`config.mk`:
```
export PLATFORM = sky130hd
export DESIGN_NAME = acc_reg_ctrl
export DESIGN_NICKNAME = d
export VERILOG_FILES = /design/src/rtl/acc_ctrl_pkg.sv /design/src/rtl/acc_reg_ctrl_rr_arbiter.sv /design/src/rtl/acc_reg_ctrl.sv
export SDC_FILE = /design/constraint.sdc
export NUM_CORES = 1
export LEC_CHECK = 0
export BUFFER_PORTS_ARGS = -buffer_cell sky130_fd_sc_hd__buf_2
export CORE_MARGIN = 1
export CORE_UTILIZATION = 52
export CTS_BUF_LIST = sky130_fd_sc_hd__clkbuf_4
export CTS_CLUSTER_DIAMETER = 40
export CTS_CLUSTER_SIZE = 28
export DETAILED_ROUTE_END_ITERATION = 16
export PLACE_DENSITY = 0.85
export SLEW_MARGIN = 20
export SYNTH_ARGS = -nofsm -noshare
export SYNTH_HDL_FRONTEND = slang
export SYNTH_HIERARCHICAL = 1
export SYNTH_SLANG_ARGS = --single-unit
```
`constraint.sdc`:
```
create_clock -name C -period 4.2 [get_ports C]
set_input_delay 0.21 -clock C [delete_from_list [all_inputs] [get_ports C]]
set_output_delay 0.21 -clock C [all_outputs]
set_load 0.01 [all_outputs]
```
`src/rtl/acc_ctrl_pkg.sv`:
```
// acc_ctrl_pkg: shared encodings for the
// accumulator register controller.
package acc_ctrl_pkg;

  localparam int ACC_WIDTH = 34;

  localparam logic [1:0] OP_LOAD  = 2'b00;
  localparam logic [1:0] OP_ADD   = 2'b01;
  localparam logic [1:0] OP_CLEAR = 2'b10;
  localparam logic [1:0] OP_READ  = 2'b11;

  typedef enum logic [1:0] {
    ST_IDLE = 2'd0,
    ST_EXEC = 2'd1,
    ST_ACK  = 2'd2
  } state_t;

endpackage

```
`src/rtl/acc_reg_ctrl_rr_arbiter.sv`:
```
// rr_arbiter: combinational round-robin pick,
// first request at or above ptr, modulo NREQ.
module rr_arbiter #(
  parameter int NREQ = 4
) (
  input  logic [NREQ-1:0] req,
  input  logic [2:0]      ptr,
  output logic [2:0]      grant_idx,
  output logic            any
);

  logic [2*NREQ-1:0] rot;
  logic [3:0]        sum;

  assign rot = {req, req} >> ptr;

  // scan downward so the lowest offset from ptr wins
  always_comb begin
    grant_idx = '0;
    any       = 1'b0;
    sum       = '0;
    for (int k = NREQ - 1; k >= 0; k--) begin
      if (rot[k]) begin
        sum = {1'b0, ptr} + 4'(k);
        if (sum >= 4'(NREQ)) sum = sum - 4'(NREQ);
        grant_idx = sum[2:0];
        any       = 1'b1;
      end
    end
  end

endmodule

```
`src/rtl/acc_reg_ctrl.sv`:
```
// acc_reg_ctrl: arbitrates requesters onto one
// external accumulator register (no enable, no reset).
module acc_reg_ctrl
  import acc_ctrl_pkg::*;
#(
  parameter int NREQ  = 4,
  parameter int WIDTH = ACC_WIDTH
) (
  input  logic                  C,
  input  logic                  Rn,
  input  logic [NREQ-1:0]       req_valid,
  input  logic [2*NREQ-1:0]     req_op,
  input  logic [WIDTH*NREQ-1:0] req_data,
  output logic [NREQ-1:0]       req_ready,
  input  logic [WIDTH-1:0]      reg_q,
  output logic [WIDTH-1:0]      reg_d,
  output logic                  rd_valid,
  output logic [WIDTH-1:0]      rd_data,
  output logic [2:0]            rd_src,
  output logic                  busy
);

  state_t           state;
  logic [2:0]       ptr;
  logic [2:0]       g;
  logic [1:0]       op_r;
  logic [WIDTH-1:0] data_r;

  logic [2:0]       gnt;
  logic             any;
  logic [1:0]       sel_op;
  logic [WIDTH-1:0] sel_data;
  logic [WIDTH-1:0] nxt;

  rr_arbiter #(.NREQ(NREQ)) u_arb (
    .req       (req_valid),
    .ptr       (ptr),
    .grant_idx (gnt),
    .any       (any)
  );

  // pick the winning requester's op and operand
  always_comb begin
    sel_op   = '0;
    sel_data = '0;
    for (int i = 0; i < NREQ; i++) begin
      if (gnt == 3'(i)) begin
        sel_op   = req_op[2*i +: 2];
        sel_data = req_data[WIDTH*i +: WIDTH];
      end
    end
  end

  // register next value: hold unless executing
  always_comb begin
    nxt = reg_q;
    if (state == ST_EXEC) begin
      unique case (op_r)
        OP_LOAD:  nxt = data_r;
        OP_ADD:   nxt = reg_q + data_r;
        OP_CLEAR: nxt = '0;
        OP_READ:  nxt = reg_q;
        default:  nxt = reg_q;
      endcase
    end
  end

  // register captures zero on every edge in reset
  assign reg_d = Rn ? nxt : '0;

  // control FSM with registered handshake outputs
  always_ff @(posedge C or negedge Rn) begin
    if (!Rn) begin
      state     <= ST_IDLE;
      ptr       <= '0;
      g         <= '0;
      op_r      <= '0;
      data_r    <= '0;
      req_ready <= '0;
      rd_valid  <= 1'b0;
      rd_data   <= '0;
      rd_src    <= '0;
      busy      <= 1'b0;
    end else begin
      req_ready <= '0;
      rd_valid  <= 1'b0;
      rd_data   <= '0;
      rd_src    <= '0;
      unique case (state)
        ST_IDLE: begin
          if (any) begin
            state  <= ST_EXEC;
            g      <= gnt;
            op_r   <= sel_op;
            data_r <= sel_data;
            ptr    <= (gnt == 3'(NREQ - 1)) ? 3'd0 : gnt + 3'd1;
            busy   <= 1'b1;
          end
        end
        ST_EXEC: begin
          state     <= ST_ACK;
          req_ready <= NREQ'(1) << g;
          rd_valid  <= 1'b1;
          rd_data   <= nxt;
          rd_src    <= g;
        end
        ST_ACK: begin
          state <= ST_IDLE;
          busy  <= 1'b0;
        end
        default: begin
          state <= ST_IDLE;
          busy  <= 1'b0;
        end
      endcase
    end
  end

endmodule

```
Word level (Yosys, flattened, before mapping)

Index checks and enable logic that the tools add are counted.

Bits in registers: 87
Input bits: 184
Logic and storage cells: 71
Output and inout port bits: 77

Add/subtract/negate cells: 9
Shifts and indexed selects: 2
$lt $le $gt $ge: 4
Bitwise logic cells: 1
Reduce and logical (&&, ||, !) cells: 5
Multiplexer cells: 32
Equality and inequality tests: 8

Operators by type and width:

| operator                                            | count |
|---|---|
| 2-to-1 mux 34 bit                                   | 7 |
| case mux 34 bit (4 select lines)                    | 1 |
| adder 34 bit                                        | 1 |
| 2-to-1 mux 3 bit                                    | 10 |
| >= comparator 4 x 3 -> 1 bit, second input constant | 3 |
| subtractor 3 bit, second input constant             | 4 |
| 2-to-1 mux 2 bit                                    | 5 |
| adder 3 x 2 -> 4 bit, second input constant         | 2 |
| right shift 8 x 3 -> 4 bit                          | 1 |
| == test 3 x 2 -> 1 bit, second input constant       | 2 |
| 2-to-1 mux 1 bit                                    | 6 |
| adder 3 x 1 -> 4 bit, second input constant         | 1 |
| == test 2 x 1 -> 1 bit, second input constant       | 2 |
| == test 2 bit, second input constant                | 2 |
| zero test 2 bit                                     | 2 |
| 2-to-1 mux 4 bit                                    | 1 |
| case mux 2 bit (2 select lines)                     | 1 |
| AND reduction 2 bit                                 | 2 |
| << shifter 1 x 3 -> 4 bit, first input constant     | 1 |
| adder 3 x 1 -> 3 bit, second input constant         | 1 |
| == test 3 x 1 -> 1 bit, second input constant       | 1 |
| >= comparator 3 bit, second input constant          | 1 |
| zero test 3 bit                                     | 1 |
| inequality test 2 bit, second input constant        | 1 |
| 2 further kinds                                     | 2 |

Logic depth before layout (Yosys ltp)

Gate-level depths: netlist of run 1.

Depth after elaboration: 12
Gate-level depth with buffers: 17
Gate-level depth less buffers: 13

Hierarchy

The synthesis of run 1 kept the hierarchy.

Modules (own cells, without submodules):

| module       | sequential area each (µm²) | cells an instance | times used | area an instance (µm²) |
|---|---|---|---|---|
| acc_reg_ctrl | 2177.1                     | 899               | 1          | 7028.0 |
| rr_arbiter   | 0.0                        | 46                | 1          | 277.8 |

Worst setup path before layout of run 1

Ideal clock, no wire load.

Path kind: register -> register
Start: reg ptr[0]
End: reg data_r[3]
Required time: 4.117 ns
Buffers on the path: 3
Arrival: 3.395 ns
Cell stages (with the launch flop): 17
Setup slack: 0.722 ns
Clock period less this slack: 3.478 ns
Library setup time: 0.083 ns
Cell sequence: dfrtp_1 -> buf_2 -> inv_2 -> ha_1 -> clkbuf_1 -> inv_1 -> a311oi_1 -> o211ai_1 -> o211ai_1 -> inv_1 -> ha_1 -> nor3b_1 -> clkbuf_1 -> a22oi_1 -> a211oi_1 -> a21oi_1 -> o21ai_0

Longest elaborated chain between the ends: 12
Elaborated cells on any way between the ends: 33
Classes of those cells: 7 x add/sub; 4 x order compare; 3 x eq/ne; 1 x shift; 16 x mux; 2 x reduce/logical

Ends and longest elaborated chain:

| element                                                                 | RTL line                      | RTL |
|---|---|---|
| from (decl)                                                             | acc_reg_ctrl.sv:24            | `logic [2:0] ptr;` |
| from (signal assigned)                                                  | acc_reg_ctrl.sv:96            | `ptr <= (gnt == 3'(NREQ - 1)) ? 3'd0 : gnt + 3'd1;` |
| adder 3 x 2 -> 4 bit                                                    | acc_reg_ctrl_rr_arbiter.sv:24 | `sum = {1'b0, ptr} + 4'(k);` |
| >= comparator 4 x 3 -> 1 bit / subtractor 3 bit (equally long branches) | acc_reg_ctrl_rr_arbiter.sv:25 | `if (sum >= 4'(NREQ)) sum = sum - 4'(NREQ);` |
| 2-to-1 mux 3 bit                                                        | acc_reg_ctrl_rr_arbiter.sv:25 |  |
| 2-to-1 mux 3 bit (3 in series)                                          | acc_reg_ctrl_rr_arbiter.sv:23 | `if (rot[k]) begin` |
| 2-to-1 mux 3 bit *                                                      | acc_reg_ctrl_rr_arbiter.sv:23 |  |
| via gnt[1]                                                              | acc_reg_ctrl.sv:29            | `logic [2:0] gnt;` |
| zero test 3 bit                                                         | acc_reg_ctrl.sv:47            | `if (gnt == 3'(i)) begin` |
| 2-to-1 mux 34 bit (3 in series)                                         | acc_reg_ctrl.sv:47            |  |
| 2-to-1 mux 34 bit *                                                     | acc_reg_ctrl.sv:47            |  |
| to (signal assigned)                                                    | acc_reg_ctrl.sv:95            | `data_r <= sel_data;` |
| to (decl)                                                               | acc_reg_ctrl.sv:27            | `logic [WIDTH-1:0] data_r;` |

The timed path passes the listed nets; every way through them passes the cells marked *.
A chain may end at the register's enable or synchronous reset.

Worst setup path after layout of run 1

Start: reg data_r[0]
End: out reg_d[32]

Longest elaborated chain between the ends: 4

Ends and longest elaborated chain:

| element                          | RTL line           | RTL |
|---|---|---|
| adder 34 bit                     | acc_reg_ctrl.sv:60 | `OP_ADD: nxt = reg_q + data_r;` |
| case mux 34 bit (4 select lines) | acc_reg_ctrl.sv:58 | `unique case (op_r)` |
| 2-to-1 mux 34 bit                | acc_reg_ctrl.sv:57 | `if (state == ST_EXEC) begin` |
| 2-to-1 mux 34 bit                | acc_reg_ctrl.sv:69 | `assign reg_d = Rn ? nxt : '0;` |
| to (decl)                        | acc_reg_ctrl.sv:16 | `output logic [WIDTH-1:0] reg_d,` |

No other way between the ends.

==> results of run 1 <==
## power by group through the flow
stage | clock network [mW] | logic, mW | registers [mW]
after global placement | 0 | 3.86 | 1.44
final | 0.495 | 4.00 | 1.45
after global routing | 0.541 | 4.43 | 1.48
after floorplan | 0 | 2.84 | 1.39
after detailed placement | 0 | 3.92 | 1.45
after CTS | 0.499 | 3.94 | 1.43
## routing by layer
layer,up-vias,share of wire (%),routed length (µm),global-route usage [%]
li1,3951,-,-,-
met1,3799,43,10500,46.3
met2,468,44,10800,51.8
met3,58,9.4,2280,5.80
met4,2,3.1,758,14.0
met5,-,0.029,7,0
## sequential cells by signal (all words and copies together), names as in the netlist
name and flops:
rd_src 3, ptr 3, op_r 2, busy 1, rd_valid 1, req_ready 4
g 3, data_r 34, state 2, rd_data 34
## final timing paths
kind | cells after the start | slack (ns) | end | start
max reg2reg | 13 | 0.51 | data_r[1] | ptr[0]
min reg2reg | 1 | 0.50 | busy | state[1]
max in group asynchronous | 3 | 3.40 | rd_data[27] | Rn
min | 3 | 0.02 | data_r[31] | req_data[133]
max | 13 | 0.38 | reg_d[32] | data_r[0]
min in group asynchronous | 3 | 0.36 | data_r[3] | Rn
## metrics by stage
step / setup slack, ns / total power, mW / instance area [µm²] / utilization, % / instances
4_1_cts: 0.422 / 5.87 / 8950 / 66.5 / 1353
3_5_place_dp: 0.632 / 5.37 / 8720 / 64.8 / 1328
2_1_floorplan: 0.722 / 4.23 / 7310 / - / 945
5_1_grt: 0.154 / 6.45 / 8960 / 66.6 / 1357
3_3_place_gp: 0.688 / 5.30 / 8720 / 64.8 / 1328
6_report: 0.384 / 5.94 / 8960 / 66.6 / 1357
## cells by family (layout without fill, tap and decap cells)
kind of cell | count (synthesis) | in the layout | synth area share [%]
DFF | 87 | 87 | 29.8
AOI/OAI and AO/OA | 396 | 396 | 36.1
other | 1 | 5 | 0.0513
adders and majority gates | 39 | 39 | 6.78
muxes | 2 | 2 | 0.291
xor gates and xnor gates | 21 | 21 | 2.52
buffers and inverters | 97 | 329 | 5.16
and+or+nand+nor | 302 | 302 | 19.3
## tightest hold or removal path, cell delays in order
cell and delay, ns:
buf_2 0.08, a21oi_1 0.05, o21ai_0 0.13
## final cells by class
class | instances | share of cell area (%)
Clock buffer | 9 | 0.754
Antenna cell | 4 | 0.112
Inverter | 27 | 1.13
Sequential cell | 87 | 24.3
Timing Repair Buffer | 286 | 17.1
Tap cell | 176 | 2.46
Multi-Input combinational cell | 761 | 53.3
Clock inverter | 7 | 0.796
## placed cells by master (no fill, tap or decap), types with 5 or more instances in the layout
| cell | Yosys | final |
|---|---|---|
| xor2_1 | 10 | 10 |
| inv_1 | 24 | 24 |
| a31oi_1 | 15 | 15 |
| o31ai_1 | 9 | 9 |
| o21ai_0 | 70 | 70 |
| a22o_1 | 5 | 5 |
| xnor2_1 | 11 | 11 |
| a21o_1 | 20 | 20 |
| nand2_1 | 115 | 114 |
| buf_2 | 4 | 259 |
| dfrtp_1 | 87 | 87 |
| buf_4 | 2 | 17 |
| nor3_1 | 19 | 19 |
| nand3b_1 | 5 | 5 |
| nor2_1 | 97 | 96 |
| a21oi_1 | 105 | 105 |
| clkbuf_4 | 0 | 9 |
| nand4_1 | 5 | 5 |
| nand3_1 | 7 | 7 |
| and2_1 | 7 | 7 |
| ha_1 | 38 | 38 |
| a211oi_1 | 50 | 50 |
| dlygate4sd3_1 | 0 | 9 |
| a22oi_1 | 55 | 55 |
| o211ai_1 | 8 | 8 |
| nand2b_1 | 12 | 10 |
## what timing repair did
| item | 4_1_cts | 5_1_grt |
|---|---|---|
| hold buffers | 9 | 0 |
| endpoints found under the hold margin | 95 | 0 |
| setup endpoints to repair | 0 | 0 |
==> results_dict.tcl, run 1 <==
set metrics [dict create \
    cts.sinks 87 \
    first_pass_iters 6 \
    avgSynthCellArea_um2 7.73 \
    criticalPathCategory "register to primary output" \
    post-route-period-util_pct 90.9 \
    regArea_um2 2180 \
    period_needed_ns 3.82 \
    drive_gt1_share_pct 27.4 \
    yosysMostFrequentCell "nand2_1" \
    ctsResizeCount 0 \
    fillerInstances 1236 \
    ys_seq_area_share_pct 29.8 \
    wl_per_cell_um 17.9 \
    path_buf_inv 2 \
    num_vias 8278 \
    cpLargestDelayFamily "compound AO/OA/AOI/OAI gates" \
    cts-root-buf "clkbuf_4" \
    grt_pass1_wl_um 37700 \
    min_path_type "input port to register" \
    syn_nets 1168 \
    slew_violations 0 \
    antenna_found_initial 5 \
    start_util_pct 54.3 \
    hpwl_um 18800 \
    synth_top_area_share_pct 29.8 \
    sw_frac_of_total_pct 52.3 \
    clk_latency_ns 0.48 \
    synth_ff_type "dfrtp_1" \
    area_growth_pct 22.6 \
    cts.htree.levels 3 \
    portBuffers 260 \
    drt_iter0_drc 928 \
    ios 261 \
    postCtsSetupBuffers 0 \
    rows 42 \
    synth_cell_type_count 83 \
    cts_tree "done" \
    avgViaCountPerCell 6.10 \
    crit_arrival_ns 3.61 \
    combPwrFrac_pct 67.3 \
    hold_ws_ns 0.0165 \
    worstMarginPinSlew_ns 0.865 \
    seqPwrFrac_pct 24.4 \
    drc 0 \
    tns_ns 0 \
    outcome "finished, final reports clean" \
    track_usage_pct 33.5 \
    ir_drop_v 0.000343 \
    max-cap-violations 0 \
    power_density_nw_per_um2 663 \
    fin_skew_ns 0.0204 \
    synth-seq-cells 87 \
    synth_edf_count 0 \
    routed_wl_um 24300 \
    dieHeight_um 121 \
    internal_power_mw 2.84 \
    p_clk_share_pct 8.3 \
    ys_warn_count 6 \
    setup_violations 0 \
    grt_max_degree 75 \
    gr-total-overflow 0 \
    clkTransAtPathRegs_ns 0.15 \
    routabilityCongestion 1.02 \
    max_freq_mhz 262 \
    core_um2 13500 \
    clk_path_buf_depth 2 \
    cp_max_fo 4 \
    yosys.area.top_type "dfrtp_1" \
    worst_setup_path_start_kind "register" \
    synth_cells 945 \
    worst_path_largest_cell_delay_ns 0.44 \
    cp.required_ns 3.99 \
    slew_headroom_pct 42.0 \
    p_sw_mw 3.10 \
    fin_nets 1395 \
    async_reset_ff_share_pct 100 \
    die_x_um 121 \
    yosys-top-cells-count "nand2_1 (115), a21oi_1 (105), nor2_1 (97)" \
    die_area_um2 14500 \
    multiInputGateArea_um2 4780 \
    critPathCaptureType "primary output" \
    synthesis.area_um2 7310 \
    rsz0062_at_grt "no" \
    grt_pass1_vias 7387 \
    path_cells "ha_1 -> inv_1 -> fa_1 -> nand2b_1 -> a21o_1 -> a31oi_4 -> a221oi_4 -> nor3_2 -> o21ai_2 -> a211oi_1 -> o211ai_1 -> a31oi_1 -> buf_2" \
    numCtsBuffers 9 \
    ant_nets 0 \
    p_leak_nw 4.35 \
    synthTopCellsByArea "dfrtp_1 (30%), a21oi_1 (7.2%), ha_1 (6.5%), nand2_1 (5.9%), a22oi_1 (5.7%)" \
    cpMaxStageDelayCell "a211oi_1" \
    hold_viol 0 \
]
No activity file was read; power rests on OpenSTA's default activity.
==> run 2: changes to the inputs <==
CORE_UTILIZATION = 47   (was 52)
PLACE_DENSITY = 0.81   (was 0.85)
clock period = 3.19 ns   (was 4.2 ns; I/O delays follow)
==> results_dict.tcl, run 2 (same netlist as run 1, synthesis figures left out) <==
set metrics [dict create \
    outcome "finished with violations" \
    failed_checks "negative setup slack" \
    slew_headroom_pct 55.9 \
    fin_total_pwr_mw 9.94 \
    rsz0062_at_grt "yes" \
    cts_tree "done" \
    drt_iter0_drc 1011 \
    cp_max_fo 3 \
    worst_setup_path_start_kind "register" \
    criticalPathCategory "register to primary output" \
    ir_drop_v 0.000481 \
    seqPwrFrac_pct 18.6 \
    num_vias 9142 \
    dieHeight_um 127 \
    routabilityCongestion 0.958 \
    setup_ws_ns -0.318 \
    setup_violations 21 \
    clk_latency_ns 0.50 \
    tns_ns -3.87 \
    grt_pass1_vias 8257 \
    max_freq_mhz 285 \
    period_needed_ns 3.51 \
    sw_frac_of_total_pct 50.8 \
    whs_path_depth 3 \
    hpwl_um 19400 \
    instances_no_fill 1491 \
    p_leak_nw 5.14 \
    drc 0 \
    rows 45 \
    cts.sinks 87 \
    placed_area_um2 9060 \
    hp-start "req_data[117]" \
    max-cap-violations 0 \
    start_util_pct 48.1 \
    p_clk_share_pct 7.0 \
    ios 261 \
    die_x_um 127 \
    power_density_nw_per_um2 908 \
    most-common-layout-cells "buf_2 (257), nand2_1 (108), buf_4 (100)" \
    min_path_type "input port to register" \
    combPwrFrac_pct 74.4 \
    cp.required_ns 3.03 \
    final_common_cell "buf_2" \
    critPathCaptureType "primary output" \
    gr-total-overflow 0 \
    drive_gt1_share_pct 41.5 \
    wl_per_cell_um 19.6 \
    die_area_um2 16000 \
    cts-root-buf "clkbuf_4" \
    crit_arrival_ns 3.35 \
    core_um2 15200 \
    grt_pass1_wl_um 42300 \
    placedCellCount 1377 \
    first_pass_iters 7 \
    area_growth_pct 49.8 \
    numCtsBuffers 9 \
    antenna_found_initial 3 \
    portBuffers 260 \
    utilization_pct 72.0 \
    grt_max_degree 52 \
    ant_nets 0 \
    reg_top3 "data_r: 34 flops, rd_data: 34 flops, req_ready: 4 flops" \
    clk_path_buf_depth 2 \
    fin_area_um2 10900 \
    cts.htree.levels 3 \
    routed_wl_um 29200 \
    rr_worst_depth 14 \
    rr_endpoint "rd_data[23]" \
    post-route-period-util_pct 110 \
    avgViaCountPerCell 6.13 \
    internal_power_mw 4.89 \
    whs_endpoint "data_r[15]" \
    p_sw_mw 5.05 \
    worstMarginPinSlew_ns 0.661 \
    r2r_start "data_r[3]" \
    r2r_slack_ns 0.07 \
    slew_violations 0 \
    clkTransAtPathRegs_ns 0.14 \
    fin_skew_ns 0.0272 \
    hold_viol 0 \
    fin_nets 1519 \
    track_usage_pct 33.9 \
]
## run 2: cell count changes in the layout (fill, tap and decap cells not counted), sizes merged
| cell | change |
|---|---|
| buf | +99 |
| clkbuf | +2 |
| clkinv | -1 |
| diode | -2 |
| dlygate4sd3 | +23 |
| inv | +1 |
## run 2: through the flow
step                      worst slack [ns]  hold slack [ns]
final                               -0.318           0.0179
after global routing                -0.447           0.0293
after CTS                           -0.278         0.000249
after detailed placement            0.0500            0.107
after global placement               0.120            0.107
after floorplan                    -0.0709           -0.136
## run 2: repair_timing
action / in CTS / in global routing
cloned: 0 / 2
buffers inserted: 37 / 30
pin swaps: 59 / 67
hold buffers: 32 / 0
endpoints found under the hold margin: 58 / 0
gates resized for setup: 85 / 78
endpoints found under the setup margin: 25 / 64
## run 2: area by class of cell
cell class,instances,area [µm²]
diodes,2,5.00
clock buffers,9,67.6
inverters,27,101
multi-input cells,761,5600
fillers,1143,4260
clock inverters,7,80.1
flip-flops and latches,87,2180
well taps,188,235
repair buffers,410,2670
## run 2: per-layer routing
| layer | vias up | routed length [µm] | GRT usage, % |
|---|---|---|---|
| met5 | - | 8 | 0 |
| met4 | 2 | 1210 | 14.5 |
| met3 | 107 | 2770 | 5.65 |
| met2 | 614 | 13300 | 53.7 |
| met1 | 4219 | 11900 | 45.7 |
| li1 | 4200 | - | - |
## run 2: how the worst max path moves through the flow
stage               from         to  slack [ns]  cells after the start
2_1_floorplan     ptr[0]  data_r[3]       -0.07                     16
3_3_place_gp   data_r[0]  reg_d[22]        0.12                     13
3_5_place_dp   data_r[0]  reg_d[22]        0.05                     13
4_1_cts        data_r[0]  reg_d[32]       -0.28                     13
5_1_grt        data_r[0]  reg_d[30]       -0.45                     13
6_report       data_r[0]  reg_d[24]       -0.32                     13
## run 2: critical path: stages (launching register included)
cell	delay (ns)
dfrtp_1	0.43
ha_2	0.19
inv_2	0.05
fa_2	0.19
nand2b_4	0.12
a21o_1	0.18
a31oi_4	0.12
a221oi_4	0.34
nor3_4	0.08
o21a_1	0.22
or3_1	0.36
a31o_1	0.25
o21a_1	0.19
buf_2	0.13
## run 2: power groups by stage
stage          combinational [mW]  sequential (mW)  clock (mW)
5_1_grt                      7.94             1.89       0.742
3_3_place_gp                 5.68             1.81           0
3_5_place_dp                 5.76             1.82           0
4_1_cts                      6.49             1.82       0.702
6_report                     7.40             1.85       0.696
2_1_floorplan                3.75             1.83           0
==> run 3: changes to the inputs <==
CELL_PAD_IN_SITES_DETAIL_PLACEMENT = 0   (was not set)
CELL_PAD_IN_SITES_GLOBAL_PLACEMENT = 1   (was not set)
CORE_UTILIZATION = 33   (was 47)
GPL_ROUTABILITY_DRIVEN = 0   (was not set)
SYNTH_HIERARCHICAL = not set   (was 1)
==> results_dict.tcl, run 3 <==
set metrics [dict create \
    r2r_start "ptr[0]" \
    grt_pass1_wl_um 44500 \
    cp.required_ns 3.03 \
    seqPwrFrac_pct 16.8 \
    ios 261 \
    combPwrFrac_pct 77.4 \
    avgViaCountPerCell 5.37 \
    dieHeight_um 153 \
    ys_seq_area_share_pct 28.9 \
    drc 0 \
    dp_slack_ns 0.0737 \
    worstMarginPinSlew_ns 0.716 \
    yosys-top-cells-count "a21oi_1 (183), nor2_1 (164), nand2_1 (135)" \
    path_buf_inv 1 \
    met1_length_um 13300 \
    setup_ws_ns -0.0905 \
    clk_latency_ns 0.50 \
    path_cells "ha_2 -> nand4_1 -> a21oi_2 -> nand3_1 -> and2_4 -> a22o_4 -> o2111a_1 -> a311oi_2 -> o221ai_1 -> buf_4" \
    critPathCaptureType "primary output" \
    syn_nets 1270 \
    synth-seq-cells 87 \
    highest_layer "met4" \
    min_path_type "input port to register" \
    hold_ws_ns -0.0213 \
    whs_endpoint "data_r[17]" \
    fin_area_um2 10800 \
    area_growth_pct 43.6 \
    hpwl_um 21500 \
    wl_per_cell_um 17.8 \
    power_density_nw_per_um2 1040 \
    most-common-layout-cells "buf_2 (258), nor2_1 (162), a21oi_1 (160)" \
    cpLargestDelayFamily "compound AO/OA/AOI/OAI gates" \
    p_sw_mw 6.03 \
    synth_top_area_share_pct 28.9 \
    ys_warn_count 0 \
    ir_drop_v 0.000554 \
    cts.sinks 87 \
    max-cap-violations 0 \
    failed_checks "negative hold slack, negative setup slack" \
    cp_max_fo 6 \
    synth_edf_count 0 \
    synth_cells 1047 \
    avgSynthCellArea_um2 7.19 \
    hp-start "req_data[119]" \
    drive_gt1_share_pct 34.9 \
    met3_length_um 2280 \
    setup_violations 6 \
    ant_nets 0 \
    routed_wl_um 29200 \
    outcome "finished with violations" \
    rr_worst_depth 14 \
    fillerInstances 2224 \
    drt_iter0_drc 625 \
    track_usage_pct 24.1 \
    p_clk_share_pct 5.8 \
    rsz0062_at_grt "yes" \
    hold_viol 1 \
    crit_arrival_ns 3.12 \
    grt_max_degree 105 \
    cts-root-buf "clkbuf_4" \
    r2r_slack_ns 0.20 \
    fin_skew_ns 0.0171 \
    async_reset_ff_share_pct 100 \
    synthTopCellsByArea "dfrtp_1 (29%), a21oi_1 (12%), nor2_1 (8.2%), nand2_1 (6.7%), ha_1 (6.3%)" \
    worst_path_largest_cell_delay_ns 0.46 \
    cpMaxStageDelayCell "dfrtp_1" \
    reg_top3 "data_r: 34 flops, rd_data: 34 flops, req_ready: 4 flops" \
    worst_setup_path_start_kind "register" \
    met2_length_um 13100 \
    numCtsBuffers 9 \
    slew_headroom_pct 52.3 \
    final_common_cell "buf_2" \
    period_needed_ns 3.28 \
    start_util_pct 34.1 \
    core_um2 22100 \
    fin_nets 1580 \
    fin_total_pwr_mw 11.3 \
    p_leak_nw 5.11 \
    slew_violations 0 \
    sw_frac_of_total_pct 53.6 \
    num_vias 8833 \
    cts_tree "done" \
    rr_endpoint "data_r[1]" \
    synth_ff_type "dfrtp_1" \
    die_x_um 153 \
    antenna_found_initial 2 \
    criticalPathCategory "register to primary output" \
    clk_path_buf_depth 2 \
    die_area_um2 23400 \
    post-route-period-util_pct 103 \
    grt_pass1_vias 8242 \
    whs_path_depth 3 \
    gr-total-overflow 0 \
    placed_area_um2 9330 \
    synth_cell_type_count 80 \
    portBuffers 260 \
    yosys.area.top_type "dfrtp_1" \
    first_pass_iters 7 \
    synthesis.area_um2 7530 \
    yosysMostFrequentCell "a21oi_1" \
    max_freq_mhz 305 \
    rows 54 \
    clkTransAtPathRegs_ns 0.17 \
    cts.htree.levels 3 \
    internal_power_mw 5.22 \
    tns_ns -0.263 \
]
run 3: cell count changes in the layout (fill, tap and decap cells not counted), sizes merged, moves of 11 or more:
cell / previous run / this run
nor2: 97 / 165
a21oi: 108 / 184
a211oi: 52 / 17
nand2: 115 / 135
a22oi: 55 / 18
dlygate4sd3: 32 / 43
buf: 376 / 328
run 3: cell families (layout without fill, tap and decap cells):
kind of cell               count (synthesis)  count (layout)  synth area share, %
and+or+nand+nor                          391             391                 22.7
muxes                                     11              11                 1.60
xor gates and xnor gates                  21              21                 2.44
AOI/OAI and AO/OA                        397             397                 32.6
adders and majority gates                 39              39                 6.58
other                                      0               2                    0
DFF                                       87              87                 28.9
buffers and inverters                    101             416                 5.23
run 3: power by group through the flow:
stage | clock, mW | sequential (mW) | combinational [mW]
after CTS | 0.666 | 1.88 | 8.14
after floorplan | 0 | 1.82 | 5.16
final | 0.652 | 1.89 | 8.71
after global routing | 0.715 | 1.93 | 9.62
after global placement | 0 | 1.87 | 7.52
after detailed placement | 0 | 1.88 | 7.60
run 3: metrics by stage:
| stage | util [%] | instances |
|---|---|---|
| 6_report | 48.9 | 1644 |
| 5_1_grt | 48.9 | 1644 |
| 4_1_cts | 47.3 | 1635 |
| 3_5_place_dp | 42.2 | 1561 |
| 3_3_place_gp | 42.2 | 1561 |
| 2_1_floorplan | - | 1047 |
run 3: layer usage:
metal	global-route usage, %	vias up
met3	4.11	42
met1	33.9	4014
met5	0	-
met4	7.65	0
met2	37.4	417
li1	-	4360
run 3: worst max path at each step:
| stage | start | end | slack [ns] | cells after the start |
|---|---|---|---|---|
| floorplan | ptr[0] | op_r[1] | 0.36 | 18 |
| global placement | ptr[0] | data_r[33] | 0.11 | 15 |
| detailed placement | ptr[0] | data_r[33] | 0.07 | 15 |
| CTS | data_r[0] | reg_d[20] | -0.09 | 11 |
| global route | data_r[4] | reg_d[33] | -0.21 | 10 |
| finish | data_r[8] | reg_d[33] | -0.09 | 10 |
run 3: area by class of cell:
| cell class | count | area, µm² | area share [%] |
|---|---|---|---|
| repair buffers | 372 | 2350 | 21.8 |
| clock inverters | 7 | 61.3 | 0.567 |
| well taps | 280 | 350 | 3.24 |
| diodes | 2 | 5.00 | 0.0463 |
| multi-input cells | 859 | 5680 | 52.5 |
| clock buffers | 9 | 67.6 | 0.625 |
| inverters | 28 | 105 | 0.972 |
| flip-flops and latches | 87 | 2190 | 20.2 |
run 3: timing repair:
action                                 4_1_cts  5_1_grt
cloned                                       0        1
setup endpoints to repair                   23       59
hold buffers                                43        0
pin swaps                                   29       37
setup buffers                               15        6
endpoints found under the hold margin      129        0
gates resized for setup                     75       67
run 3: tightest hold or removal path, delay by kind of cell:
family | cells | cell delay (ns)
compound gates | 2 | 0.20
buf+inv | 1 | 0.09
